<file path="src/rtl/instruction_fetch_pkg.sv">
// Shared fetch-unit definitions: buffer sizing defaults, NOP encoding and
// the layout of one buffered fetch entry.
package instruction_fetch_pkg;

    localparam int FETCH_FIFO_DEPTH      = 2;
    localparam int FETCH_MAX_OUTSTANDING = 2;

    localparam logic [31:0] NOP_WORD = 32'h0000_0013;

    typedef struct packed {
        logic [31:0] pc;
        logic [31:0] instr;
    } fetch_entry_t;

    localparam int FETCH_ENTRY_W = $bits(fetch_entry_t);

endpackage

</file>
<file path="src/rtl/instruction_fetch_fifo.sv">
// First-word-through instruction buffer with push/pop/flush and an
// occupancy count; pointers wrap modulo DEPTH.
module fetch_fifo #(
    parameter  int WIDTH = 64,
    parameter  int DEPTH = 2,
    localparam int PW    = (DEPTH > 1) ? $clog2(DEPTH) : 1,
    localparam int CW    = $clog2(DEPTH + 1)
) (
    input  logic             clk,
    input  logic             rst_n,
    input  logic             push,
    input  logic [WIDTH-1:0] push_data,
    input  logic             pop,
    input  logic             flush,
    output logic [WIDTH-1:0] pop_data,
    output logic [CW-1:0]    count,
    output logic             full,
    output logic             empty
);

    logic [WIDTH-1:0] mem_q [DEPTH];
    logic [WIDTH-1:0] mem_d [DEPTH];
    logic [PW-1:0]    wr_ptr_q, wr_ptr_d;
    logic [PW-1:0]    rd_ptr_q, rd_ptr_d;
    logic [CW-1:0]    count_q, count_d;
    logic             do_push, do_pop;

    function automatic logic [PW-1:0] wrap_inc(input logic [PW-1:0] p);
        return (p == PW'(DEPTH - 1)) ? '0 : p + 1'b1;
    endfunction

    assign full     = (count_q == CW'(DEPTH));
    assign empty    = (count_q == '0);
    assign count    = count_q;
    assign pop_data = mem_q[rd_ptr_q];
    assign do_push  = push & ~full & ~flush;
    assign do_pop   = pop & ~empty & ~flush;

    always_comb begin
        mem_d    = mem_q;
        wr_ptr_d = wr_ptr_q;
        rd_ptr_d = rd_ptr_q;
        count_d  = count_q;
        if (flush) begin
            wr_ptr_d = '0;
            rd_ptr_d = '0;
            count_d  = '0;
        end else begin
            if (do_push) begin
                mem_d[wr_ptr_q] = push_data;
                wr_ptr_d        = wrap_inc(wr_ptr_q);
            end
            if (do_pop) begin
                rd_ptr_d = wrap_inc(rd_ptr_q);
            end
            count_d = count_q + CW'(do_push) - CW'(do_pop);
        end
    end

    always_ff @(posedge clk or negedge rst_n) begin
        if (!rst_n) begin
            for (int i = 0; i < DEPTH; i++) mem_q[i] <= '0;
            wr_ptr_q <= '0;
            rd_ptr_q <= '0;
            count_q  <= '0;
        end else begin
            mem_q    <= mem_d;
            wr_ptr_q <= wr_ptr_d;
            rd_ptr_q <= rd_ptr_d;
            count_q  <= count_d;
        end
    end

endmodule

</file>
<file path="src/rtl/instruction_fetch.sv">
// Fetch unit: issues in-order imem requests, tags them live/stale across
// redirects, and buffers returned {pc, instr} pairs for decode.
module instruction_fetch
    import instruction_fetch_pkg::*;
#(
    parameter int FIFO_DEPTH      = FETCH_FIFO_DEPTH,
    parameter int MAX_OUTSTANDING = FETCH_MAX_OUTSTANDING
) (
    input  logic        clk,
    input  logic        rst,
    input  logic [31:0] pc,
    output logic        pc_advance,
    input  logic        redirect,
    output logic        imem_req_valid,
    input  logic        imem_req_ready,
    output logic [31:0] imem_req_addr,
    input  logic        imem_rsp_valid,
    input  logic [31:0] imem_rsp_data,
    output logic        instr_valid,
    input  logic        instr_ready,
    output logic [31:0] instr_data,
    output logic [31:0] instr_pc
);

    localparam int FCW = $clog2(FIFO_DEPTH + 1);
    localparam int OCW = $clog2(MAX_OUTSTANDING + 1);
    localparam int QPW = (MAX_OUTSTANDING > 1) ? $clog2(MAX_OUTSTANDING) : 1;

    logic [31:0]                aq_pc_q [MAX_OUTSTANDING];
    logic [31:0]                aq_pc_d [MAX_OUTSTANDING];
    logic [MAX_OUTSTANDING-1:0] aq_live_q, aq_live_d;
    logic [QPW-1:0]             aq_wr_q, aq_wr_d;
    logic [QPW-1:0]             aq_rd_q, aq_rd_d;
    logic [OCW-1:0]             out_cnt_q, out_cnt_d;
    logic [OCW-1:0]             live_cnt_q, live_cnt_d;

    logic           accept, rsp_pop, head_live;
    logic           fifo_push, fifo_pop, fifo_full, fifo_empty;
    logic [FCW-1:0] fifo_count;
    fetch_entry_t   fifo_in, fifo_out;

    function automatic logic [QPW-1:0] q_inc(input logic [QPW-1:0] p);
        return (p == QPW'(MAX_OUTSTANDING - 1)) ? '0 : p + 1'b1;
    endfunction

    // Stale entries still occupy a memory slot but never a buffer slot.
    assign imem_req_valid = rst & ~redirect
                          & (int'(out_cnt_q) < MAX_OUTSTANDING)
                          & ((int'(fifo_count) + int'(live_cnt_q)) < FIFO_DEPTH);
    assign imem_req_addr  = pc;
    assign accept         = imem_req_valid & imem_req_ready;
    assign pc_advance     = accept;

    assign rsp_pop   = imem_rsp_valid & (out_cnt_q != '0);
    assign head_live = aq_live_q[aq_rd_q];
    assign fifo_push = rsp_pop & head_live & ~redirect;
    assign fifo_pop  = ~fifo_empty & instr_ready;
    assign fifo_in   = '{pc: aq_pc_q[aq_rd_q], instr: imem_rsp_data};

    assign instr_valid = ~fifo_empty;
    assign instr_pc    = instr_valid ? fifo_out.pc : '0;
    assign instr_data  = instr_valid ? fifo_out.instr : '0;

    always_comb begin
        aq_pc_d    = aq_pc_q;
        aq_live_d  = aq_live_q;
        aq_wr_d    = aq_wr_q;
        aq_rd_d    = aq_rd_q;
        out_cnt_d  = out_cnt_q + OCW'(accept) - OCW'(rsp_pop);
        live_cnt_d = live_cnt_q + OCW'(accept) - OCW'(rsp_pop & head_live);
        if (accept) begin
            aq_pc_d[aq_wr_q]   = pc;
            aq_live_d[aq_wr_q] = 1'b1;
            aq_wr_d            = q_inc(aq_wr_q);
        end
        if (rsp_pop) begin
            aq_live_d[aq_rd_q] = 1'b0;
            aq_rd_d            = q_inc(aq_rd_q);
        end
        if (redirect) begin
            aq_live_d  = '0;
            live_cnt_d = '0;
        end
    end

    always_ff @(posedge clk or negedge rst) begin
        if (!rst) begin
            for (int i = 0; i < MAX_OUTSTANDING; i++) aq_pc_q[i] <= '0;
            aq_live_q  <= '0;
            aq_wr_q    <= '0;
            aq_rd_q    <= '0;
            out_cnt_q  <= '0;
            live_cnt_q <= '0;
        end else begin
            aq_pc_q    <= aq_pc_d;
            aq_live_q  <= aq_live_d;
            aq_wr_q    <= aq_wr_d;
            aq_rd_q    <= aq_rd_d;
            out_cnt_q  <= out_cnt_d;
            live_cnt_q <= live_cnt_d;
        end
    end

    fetch_fifo #(
        .WIDTH(FETCH_ENTRY_W),
        .DEPTH(FIFO_DEPTH)
    ) u_fifo (
        .clk      (clk),
        .rst_n    (rst),
        .push     (fifo_push),
        .push_data(fifo_in),
        .pop      (fifo_pop),
        .flush    (redirect),
        .pop_data (fifo_out),
        .count    (fifo_count),
        .full     (fifo_full),
        .empty    (fifo_empty)
    );

    a_rsp_has_req: assert property (
        @(posedge clk) disable iff (!rst) imem_rsp_valid |-> out_cnt_q != '0);

    a_no_full_push: assert property (
        @(posedge clk) disable iff (!rst) fifo_push |-> !fifo_full);

endmodule
</file>
<file path="config.mk">
export PLATFORM = sky130hd
export DESIGN_NAME = instruction_fetch
export DESIGN_NICKNAME = d
export VERILOG_FILES = /design/src/rtl/instruction_fetch_pkg.sv /design/src/rtl/instruction_fetch_fifo.sv /design/src/rtl/instruction_fetch.sv
export SDC_FILE = /design/constraint.sdc
export NUM_CORES = 1
export LEC_CHECK = 0
export ABC_AREA = 1
export CAP_MARGIN = 20
export CORE_ASPECT_RATIO = 1.25
export CORE_MARGIN = 4
export CORE_UTILIZATION = 46
export DETAILED_ROUTE_END_ITERATION = 7
export HOLD_SLACK_MARGIN = 0.12
export PLACE_DENSITY = 0.7
export SLEW_MARGIN = 5
export SYNTH_ARGS = -nofsm -noshare
export SYNTH_HDL_FRONTEND = slang
export SYNTH_SLANG_ARGS = --single-unit
</file>
<file path="constraint.sdc">
create_clock -name clk -period 3.9 [get_ports clk]
set_input_delay 0.975 -clock clk [delete_from_list [all_inputs] [get_ports clk]]
set_output_delay 0.975 -clock clk [all_outputs]
set_load 0.05 [all_outputs]
</file>
==> metrics.cfg, run 1 <==
[outcome]
status = finished clean

[sta]
finalClockSkew_ns = 0.0159
slew-limit-headroom_pct = 40.4
period_share_pct = 95.9
fin_setup_tns_ns = 0
finalMaxSlewViolations = 0
hold_violations = 0
fin_crit_ns = 3.74
tightest_slew_ns = 0.894
fmax_ghz = 0.267
finalSetupViolations = 0
rsz0062_at_grt = false

[pwr]
leakage_nw = 6.21
power_mw = 8.51
p_per_area_nw_per_um2 = 686
vdd_ir_drop_max_mv = 0.377

[routing]
maxUsedRoutingLayer = met4
route.met2.wl_mm = 13.5
routed_via_density = 5.45
antenna_left = 0
routed_wl_mm = 27.4
wire_per_inst_um = 16.6
firstDrtPassIters = 5
drtIter0Drc = 678
wl_met1_mm = 11.5
dr_wl_met3_mm = 1.77
drc = 0
vias = 9023

[worst_setup_path]
crit_path_start = u_fifo.rd_ptr_q$_DFFE_PN0P_
path_max_fanout = 45
startpoint_type = flop
critPathArrivalTime_ns = 2.76
worstPathRequired_ns = 2.92
crit_type = reg -> out
regToRegStartpoint = u_fifo.count[1]$_DFF_PN0_
cp-end-kind = primary output

[layout]
antenna_cells = 0
area_delta_synth_final_pct = 20.6
drive_gt1_share_pct = 5.37
nNetsFinal = 1443
fin_area_um2 = 12400
final_util_pct = 57.0
fill_cells = 2050

[logic_synthesis]
yosysMostFrequentCell = nand2_1
ys_types = 25
syn_area_per_cell_um2 = 7.93
synth_area_um2 = 10300
yosys.area.top_type_share_pct = 49.6
ys.warnings.count = 0
yosys-top-cells-area = dfrtp_1 50%, nand2_1 23%, nand4_1 12%
synthArstFlopShare_pct = 100
synthCells = 1297
yosysSeqAreaShare_pct = 49.6
ys_seq_elements = 204
synth_largest_area_cell = dfrtp_1
synth_ff_type = dfrtp_1
synth_commonest_cells = 627 x nand2_1, 204 x dfrtp_1, 196 x nand4_1
syn_nets = 1374
synth_edf_count = 0

[grt]
grt_max_degree = 169
grtUsageTotal_pct = 21.8
grt_overflow = 0
grt_pass1_wl_mm = 45.0
grt_pass1_vias = 8637
antenna_found_initial = 0

[die]
start_util_pct = 47.2
die_w_um = 142
pin_count = 169
fp.dieH_um = 175
design.die.area_um2 = 24800
core_region_area_um2 = 21800
fp-row-count = 60

[placed_design]
dp_hpwl_mm = 16.3
placement.io_buffers = 168
gp_congestion = 0.770
placed_cell_area_um2 = 11700

[clocking]
cts.sinks = 204
cts_resized = 0
ctsRootBufferMaster = clkbuf_16
cts_tree = yes
cts_buffer_depth = 3
hold_buffers = 0
cts_max_level = 1
numCtsBuffers = 21
cts_setup_buffers = 0
path_clk_slew_ns = 0.06
clock_latency_ns = 0.51

[worst_hold_path]
hold_path_class = in -> async

[flow_run]
max-cap-violations = 0

-- placed cells by master, fill, tap and decap left out --
master,count
dfrtp_1,202
nand4_1,196
ha_1,6
xor2_1,4
nor2_4,3
inv_2,5
nand3_2,1
clkbuf_8,4
xnor2_1,3
nand2_1,627
nor2_2,1
bufinv_16,3
fa_1,1
inv_1,15
buf_2,1
buf_12,9
o21ai_1,1
a21oi_4,1
dfrtp_2,2
nand4_4,1
nor2_1,14
clkbuf_16,21
o21ai_0,3
inv_6,1
a21oi_1,65
nand3_1,1
clkbuf_1,4
clkinv_2,2
inv_4,1
buf_4,18
clkdlybuf4s50_1,161
-- stage by stage --
| step | hold WS (ns) | std cells | setup slack, ns |
|---|---|---|---|
| detailed placement | 0.458 | 1622 | 0.618 |
| finish | 0.381 | 1656 | 0.160 |
| CTS | 0.387 | 1656 | 0.134 |
| floorplan | 0.442 | 1297 | 1.15 |
| global route | 0.399 | 1656 | 0.0615 |
| global placement | 0.453 | 1621 | 0.633 |
-- cells by family after synthesis --
family / after synthesis / share of synthesized area, %
and+or+nand+nor: 844 / 35.9
DFF: 204 / 49.6
buffers and inverters: 165 / 9.41
AOI/OAI and AO/OA: 70 / 3.52
xor gates and xnor gates: 7 / 0.596
adders and majority gates: 7 / 0.925
-- sequential cells by signal, indices dropped and copies added, names as in the netlist --
name / flops
aq_wr_q: 1
live_cnt_q: 2
u_fifo.count: 2
u_fifo.rd_ptr_q: 1
u_fifo.wr_ptr_q: 1
aq_live_q: 2
aq_rd_q: 1
aq_pc_q: 64
u_fifo.mem_q: 128
out_cnt_q: 2
-- path summary, 6_finish.rpt --
| path | endpoint | slack [ns] | cells past startpoint |
|---|---|---|---|
| max | instr_pc[19] | 0.16 | 4 |
| max in group asynchronous | aq_pc_q[10]$_DFFE_PN0P_ | 2.32 | 2 |
| min in group clk | u_fifo.mem_q[62]$_DFFE_PN0P_ | 0.47 | 2 |
| max reg2reg | aq_pc_q[1]$_DFFE_PN0P_ | 1.04 | 9 |
| min reg2reg | u_fifo.mem_q[62]$_DFFE_PN0P_ | 0.47 | 2 |
| min | out_cnt_q[1]$_DFF_PN0_ | 0.38 | 1 |
-- worst max-delay path, stage by stage (launching register included) --
cell	delay, ns
dfrtp_2	0.68
buf_12	0.31
nand2_1	0.08
a21oi_1	0.30
clkdlybuf4s50_1	0.87
-- per-layer routing --
layer	GRT usage [%]	vias to the layer above
li1	-	4397
met1	29.4	4307
met2	36.5	279
met3	3.42	40
met4	5.92	0
met5	0	-
-- area by class of cell --
cell class                      instances  area (µm²)  share of cell area (%)
Multi-Input combinational cell        928        4230                    34.1
Timing Repair Buffer                  190        1950                    15.7
Clock inverter                          6         109                   0.878
Inverter                               21        81.3                   0.656
Clock buffer                           28         582                    4.69
Sequential cell                       204        5110                    41.2
Tap cell                              279         349                    2.82
-- report_power, final --
part | internal [mW] | switching (mW) | total [mW]
clock network | 1.24 | 0.820 | 2.06
logic | 0.994 | 2.18 | 3.18
registers | 2.86 | 0.409 | 3.27
Note: power is estimated with default switching activity, not from simulation.
==> run 2, diff against run 1 <==
Settings changed: CTS_BUF_LIST set to sky130_fd_sc_hd__clkbuf_4 sky130_fd_sc_hd__clkbuf_8, SYNTH_HIERARCHICAL set to 1.
==> metrics.cfg, run 2 <==
[die]
fp.dieH_um = 176
start_util_pct = 46.8
die_w_um = 142
pin_count = 169
design.die.area_um2 = 25100
core_region_area_um2 = 22200
fp-row-count = 61

[layout]
largest_reg_flops = 128
multi_input_area_um2 = 4000
area_delta_synth_final_pct = 25.0
final_common_cell = nand2_1
top_register = u_fifo/mem_q
nNetsFinal = 1591
layout_common_cells = 624 x nand2_1, 203 x dfrtp_1, 146 x inv_1
drive_gt1_share_pct = 10.5
fin_area_um2 = 13000
top_regs = u_fifo/mem_q: 128 flops, aq_pc_q: 64 flops
fill_cells = 2019
antenna_cells = 0
final-seq-area_um2 = 5110

[pwr]
leakage_nw = 6.95
pwr-share-seq_pct = 41.4
switching_share_pct = 37.5
vdd_ir_drop_max_mv = 0.361
p_per_area_nw_per_um2 = 604
p_switching_mw = 2.94
internal_power_mw = 4.90
clkPwrFrac_pct = 24.3
combPwrFrac_pct = 34.3

[clocking]
cts_tree = yes
clock_latency_ns = 0.52
cts_buffer_depth = 3
cts.sinks = 204
cts_resized = 0
cts_setup_buffers = 0
ctsRootBufferMaster = clkbuf_8
cts_max_level = 2
path_clk_slew_ns = 0.06
hold_buffers = 0
numCtsBuffers = 34

[routing]
drtIter0Drc = 526
antenna_left = 0
vias = 8908
routed_wl_mm = 25.5
wire_per_inst_um = 14.0
routed_via_density = 4.90
firstDrtPassIters = 5
drc = 0

[sta]
slew-limit-headroom_pct = 36.7
finalMaxSlewViolations = 0
finalClockSkew_ns = 0.0265
period_share_pct = 86.2
hold_violations = 0
fin_setup_tns_ns = 0
finalSetupViolations = 0
fin_crit_ns = 3.36
fmax_ghz = 0.298
tightest_slew_ns = 0.949
rsz0062_at_grt = false

[worst_setup_path]
critPathArrivalTime_ns = 2.39
worstPathRequired_ns = 2.92
crit_type = in -> out
cp-end-kind = primary output
worstRegToRegCells = 9
startpoint_type = input port
path_max_fanout = 11

[grt]
grt_pass1_vias = 8590
grtUsageTotal_pct = 20.6
grt_max_degree = 129
grt_overflow = 0
grt_pass1_wl_mm = 42.7
antenna_found_initial = 0

[placed_design]
dp_hpwl_mm = 16.2
placement.io_buffers = 168
placed_cell_area_um2 = 12300
gp_congestion = 0.804

[flow_run]
max-cap-violations = 0

[logic_synthesis]
synth_area_um2 = 10400
ys.warnings.count = 6
syn_area_per_cell_um2 = 7.37
syn_nets = 1486
synthCells = 1409

[worst_hold_path]
hold_path_class = in -> async

[outcome]
status = finished clean

-- run 2: changes by cell type in the layout (fill, tap and decap cells not counted), sizes merged, moves of 25 or more --
cell / previous run / this run
clkbuf: 29 / 54
clkdlybuf4s50: 161 / 100
nand4: 197 / 68
a21oi: 66 / 1
nor2: 18 / 84
o21ai: 4 / 70
inv: 22 / 151
nand3: 2 / 70
buf: 28 / 89
-- run 2: worst paths after layout --
check	startpoint	end	slack (ns)
min in group clk	aq_pc_q[26]$_DFFE_PN0P_	aq_pc_q[26]$_DFFE_PN0P_	0.47
max reg2reg	u_fifo/count[0]$_DFF_PN0_	aq_pc_q[35]$_DFFE_PN0P_	1.39
max in group asynchronous	rst	aq_pc_q[9]$_DFFE_PN0P_	1.78
max	redirect	pc_advance	0.54
min reg2reg	aq_pc_q[26]$_DFFE_PN0P_	aq_pc_q[26]$_DFFE_PN0P_	0.47
min	rst	u_fifo/count[1]$_DFF_PN0_	0.28
-- run 2: area by class of cell --
cell class              count  share of cell area (%)
flip-flops and latches    204                    39.3
multi-input cells         933                    30.8
repair buffers            190                    17.4
clock buffers              53                    5.09
inverters                 151                    4.37
well taps                 283                    2.73
clock inverters             5                   0.251
-- run 2: worst max-delay path, stage by stage --
cell,delay [ns]
clkdlybuf4s50_1,0.66
nor2_1,0.20
nand4_1,0.19
inv_1,0.21
buf_12,0.16
-- run 2: routing by layer --
metal | GRT usage [%] | part of all wire, %
met1 | 28.8 | 45
met2 | 33.3 | 47
met3 | 4.15 | 6.9
met4 | 4.95 | 1.5
met5 | 0 | 0
-- run 2: power by group through the flow --
stage               clock, mW  sequential, mW  combinational, mW
global placement            0            3.25               2.60
detailed placement          0            3.27               2.66
global route             2.05            3.35               3.09
floorplan                   0            3.19               1.97
finish                   1.91            3.25               2.69
CTS                      1.96            3.24               2.68
-- run 2: stage by stage --
step	total power, mW	worst slack, ns	hold slack [ns]	std cells	utilization, %
floorplan	5.16	1.28	0.442	1409	-
global placement	5.85	0.607	0.454	1760	55.2
detailed placement	5.93	0.594	0.458	1760	55.2
CTS	7.88	0.546	0.261	1818	58.3
global route	8.49	0.432	0.252	1819	58.5
finish	7.84	0.539	0.281	1819	58.5
==> run 3, diff against run 2 <==
Settings changed: CAP_MARGIN 20 to 10, SYNTH_HIERARCHICAL 1 to not set.
==> metrics.cfg, run 3 (synthesized netlist as in run 1, its figures left out) <==
[sta]
finalMaxSlewViolations = 0
rsz0062_at_grt = false
finalClockSkew_ns = 0.0171
period_share_pct = 95.8
fin_setup_tns_ns = 0
fmax_ghz = 0.268
fin_crit_ns = 3.74
hold_violations = 0
tightest_slew_ns = 1.13
slew-limit-headroom_pct = 24.5
worst_slack_ns = 0.163
finalSetupViolations = 0

[layout]
final_common_cell = nand2_1
drive_gt1_share_pct = 7.35
fill_cells = 2029
top_regs = u_fifo.mem_q: 128 flops, aq_pc_q: 64 flops
antenna_cells = 0
multi_input_area_um2 = 4230
layout_common_cells = 627 x nand2_1, 202 x dfrtp_1, 196 x nand4_1
top_register = u_fifo.mem_q
area_delta_synth_final_pct = 20.6
final-seq-area_um2 = 5110
nNetsFinal = 1456
largest_reg_flops = 128

[flow_run]
max-cap-violations = 0

[pwr]
vdd_ir_drop_max_mv = 0.405
leakage_nw = 6.24
p_per_area_nw_per_um2 = 676

[clocking]
cts.sinks = 204
clock_latency_ns = 0.52
cts_setup_buffers = 0
cts_tree = yes
ctsRootBufferMaster = clkbuf_8
cts_resized = 0
cts_buffer_depth = 3
cts_max_level = 2
hold_buffers = 0
numCtsBuffers = 35
path_clk_slew_ns = 0.06

[worst_setup_path]
regToRegSetupSlack_ns = 1.10
worstRegToRegCells = 9
cp-end-kind = primary output
worstPathRequired_ns = 2.92
regToRegStartpoint = u_fifo.count[1]$_DFF_PN0_
startpoint_type = flop
critPathArrivalTime_ns = 2.76
crit_type = reg -> out
path_max_fanout = 45
reg2reg_to = aq_pc_q[19]$_DFFE_PN0P_

[die]
die_w_um = 142
fp.dieH_um = 175
design.die.area_um2 = 24800
start_util_pct = 47.2
pin_count = 169
fp-row-count = 60
core_region_area_um2 = 21800

[grt]
grt_max_degree = 169
grt_pass1_wl_mm = 44.5
grt_overflow = 0
antenna_found_initial = 0
grtUsageTotal_pct = 21.8
grt_pass1_vias = 8672

[placed_design]
placement.io_buffers = 168
dp_slack_ns = 0.612
gp_congestion = 0.770
dp_hpwl_mm = 16.2

[routing]
vias = 9055
wire_per_inst_um = 16.2
routed_wl_mm = 27.3
drtIter0Drc = 642
drc = 0
routed_via_density = 5.39
firstDrtPassIters = 5
antenna_left = 0

[worst_hold_path]
hold_path_class = in -> async

[outcome]
status = finished clean

==> run 3: cell count changes in the layout (fill, tap and decap cells not counted), moves of 61 or more <==
cell             change
inv_1              -131
nand4_1            +128
nand3_1             -66
nor2_1              -66
o21ai_0             -66
a21oi_1             +64
clkdlybuf4s50_1     +61
==> run 3: power by group <==
group          switching, mW  internal [mW]  leakage, nW
registers              0.409           2.86         2.62
logic                   2.18          0.994         3.24
clock network          0.842           1.10        0.374
==> run 3: how the worst max path moves through the flow <==
| stage | end | startpoint | cells after the start |
|---|---|---|---|
| final | instr_pc[19] | u_fifo.rd_ptr_q$_DFFE_PN0P_ | 4 |
| after global routing | instr_pc[21] | u_fifo.rd_ptr_q$_DFFE_PN0P_ | 4 |
| after CTS | instr_pc[19] | u_fifo.rd_ptr_q$_DFFE_PN0P_ | 4 |
| after detailed placement | imem_req_addr[12] | pc[12] | 2 |
| after global placement | imem_req_addr[6] | pc[6] | 2 |
| after floorplan | imem_req_valid | redirect | 5 |
==> run 3: per-stage QoR <==
step	hold WS, ns	power [mW]	instance area [µm²]	cells	util [%]
after global placement	0.453	6.39	11700	1621	53.7
after global routing	0.364	8.99	12400	1681	57.0
after detailed placement	0.458	6.48	11700	1621	53.7
after CTS	0.356	8.45	12400	1681	57.0
final	0.375	8.38	12400	1681	57.0
after floorplan	0.442	5.55	10300	1297	-
==> run 3: cell type report <==
cell class / instances / share of cell area [%]
clock inverters: 5 / 0.272
multi-input cells: 928 / 34.1
well taps: 279 / 2.82
inverters: 21 / 0.656
repair buffers: 189 / 15.5
flip-flops and latches: 204 / 41.2
clock buffers: 55 / 5.45
==> run 3: layer usage <==
layer | wire length, µm | part of all wire (%) | global-route usage, % | up-vias
met5 | 0 | 0 | 0 | -
met4 | 560 | 2.1 | 6.40 | 0
met3 | 1640 | 6.0 | 4.46 | 42
met2 | 13300 | 49 | 36.1 | 250
met1 | 11800 | 43 | 28.9 | 4339
li1 | - | - | - | 4424
==> run 3: worst max-delay path: stages (launching register included) <==
cell and delay, ns:
dfrtp_2 0.67, buf_12 0.31, nand2_1 0.08, a21oi_1 0.31
clkdlybuf4s50_1 0.87
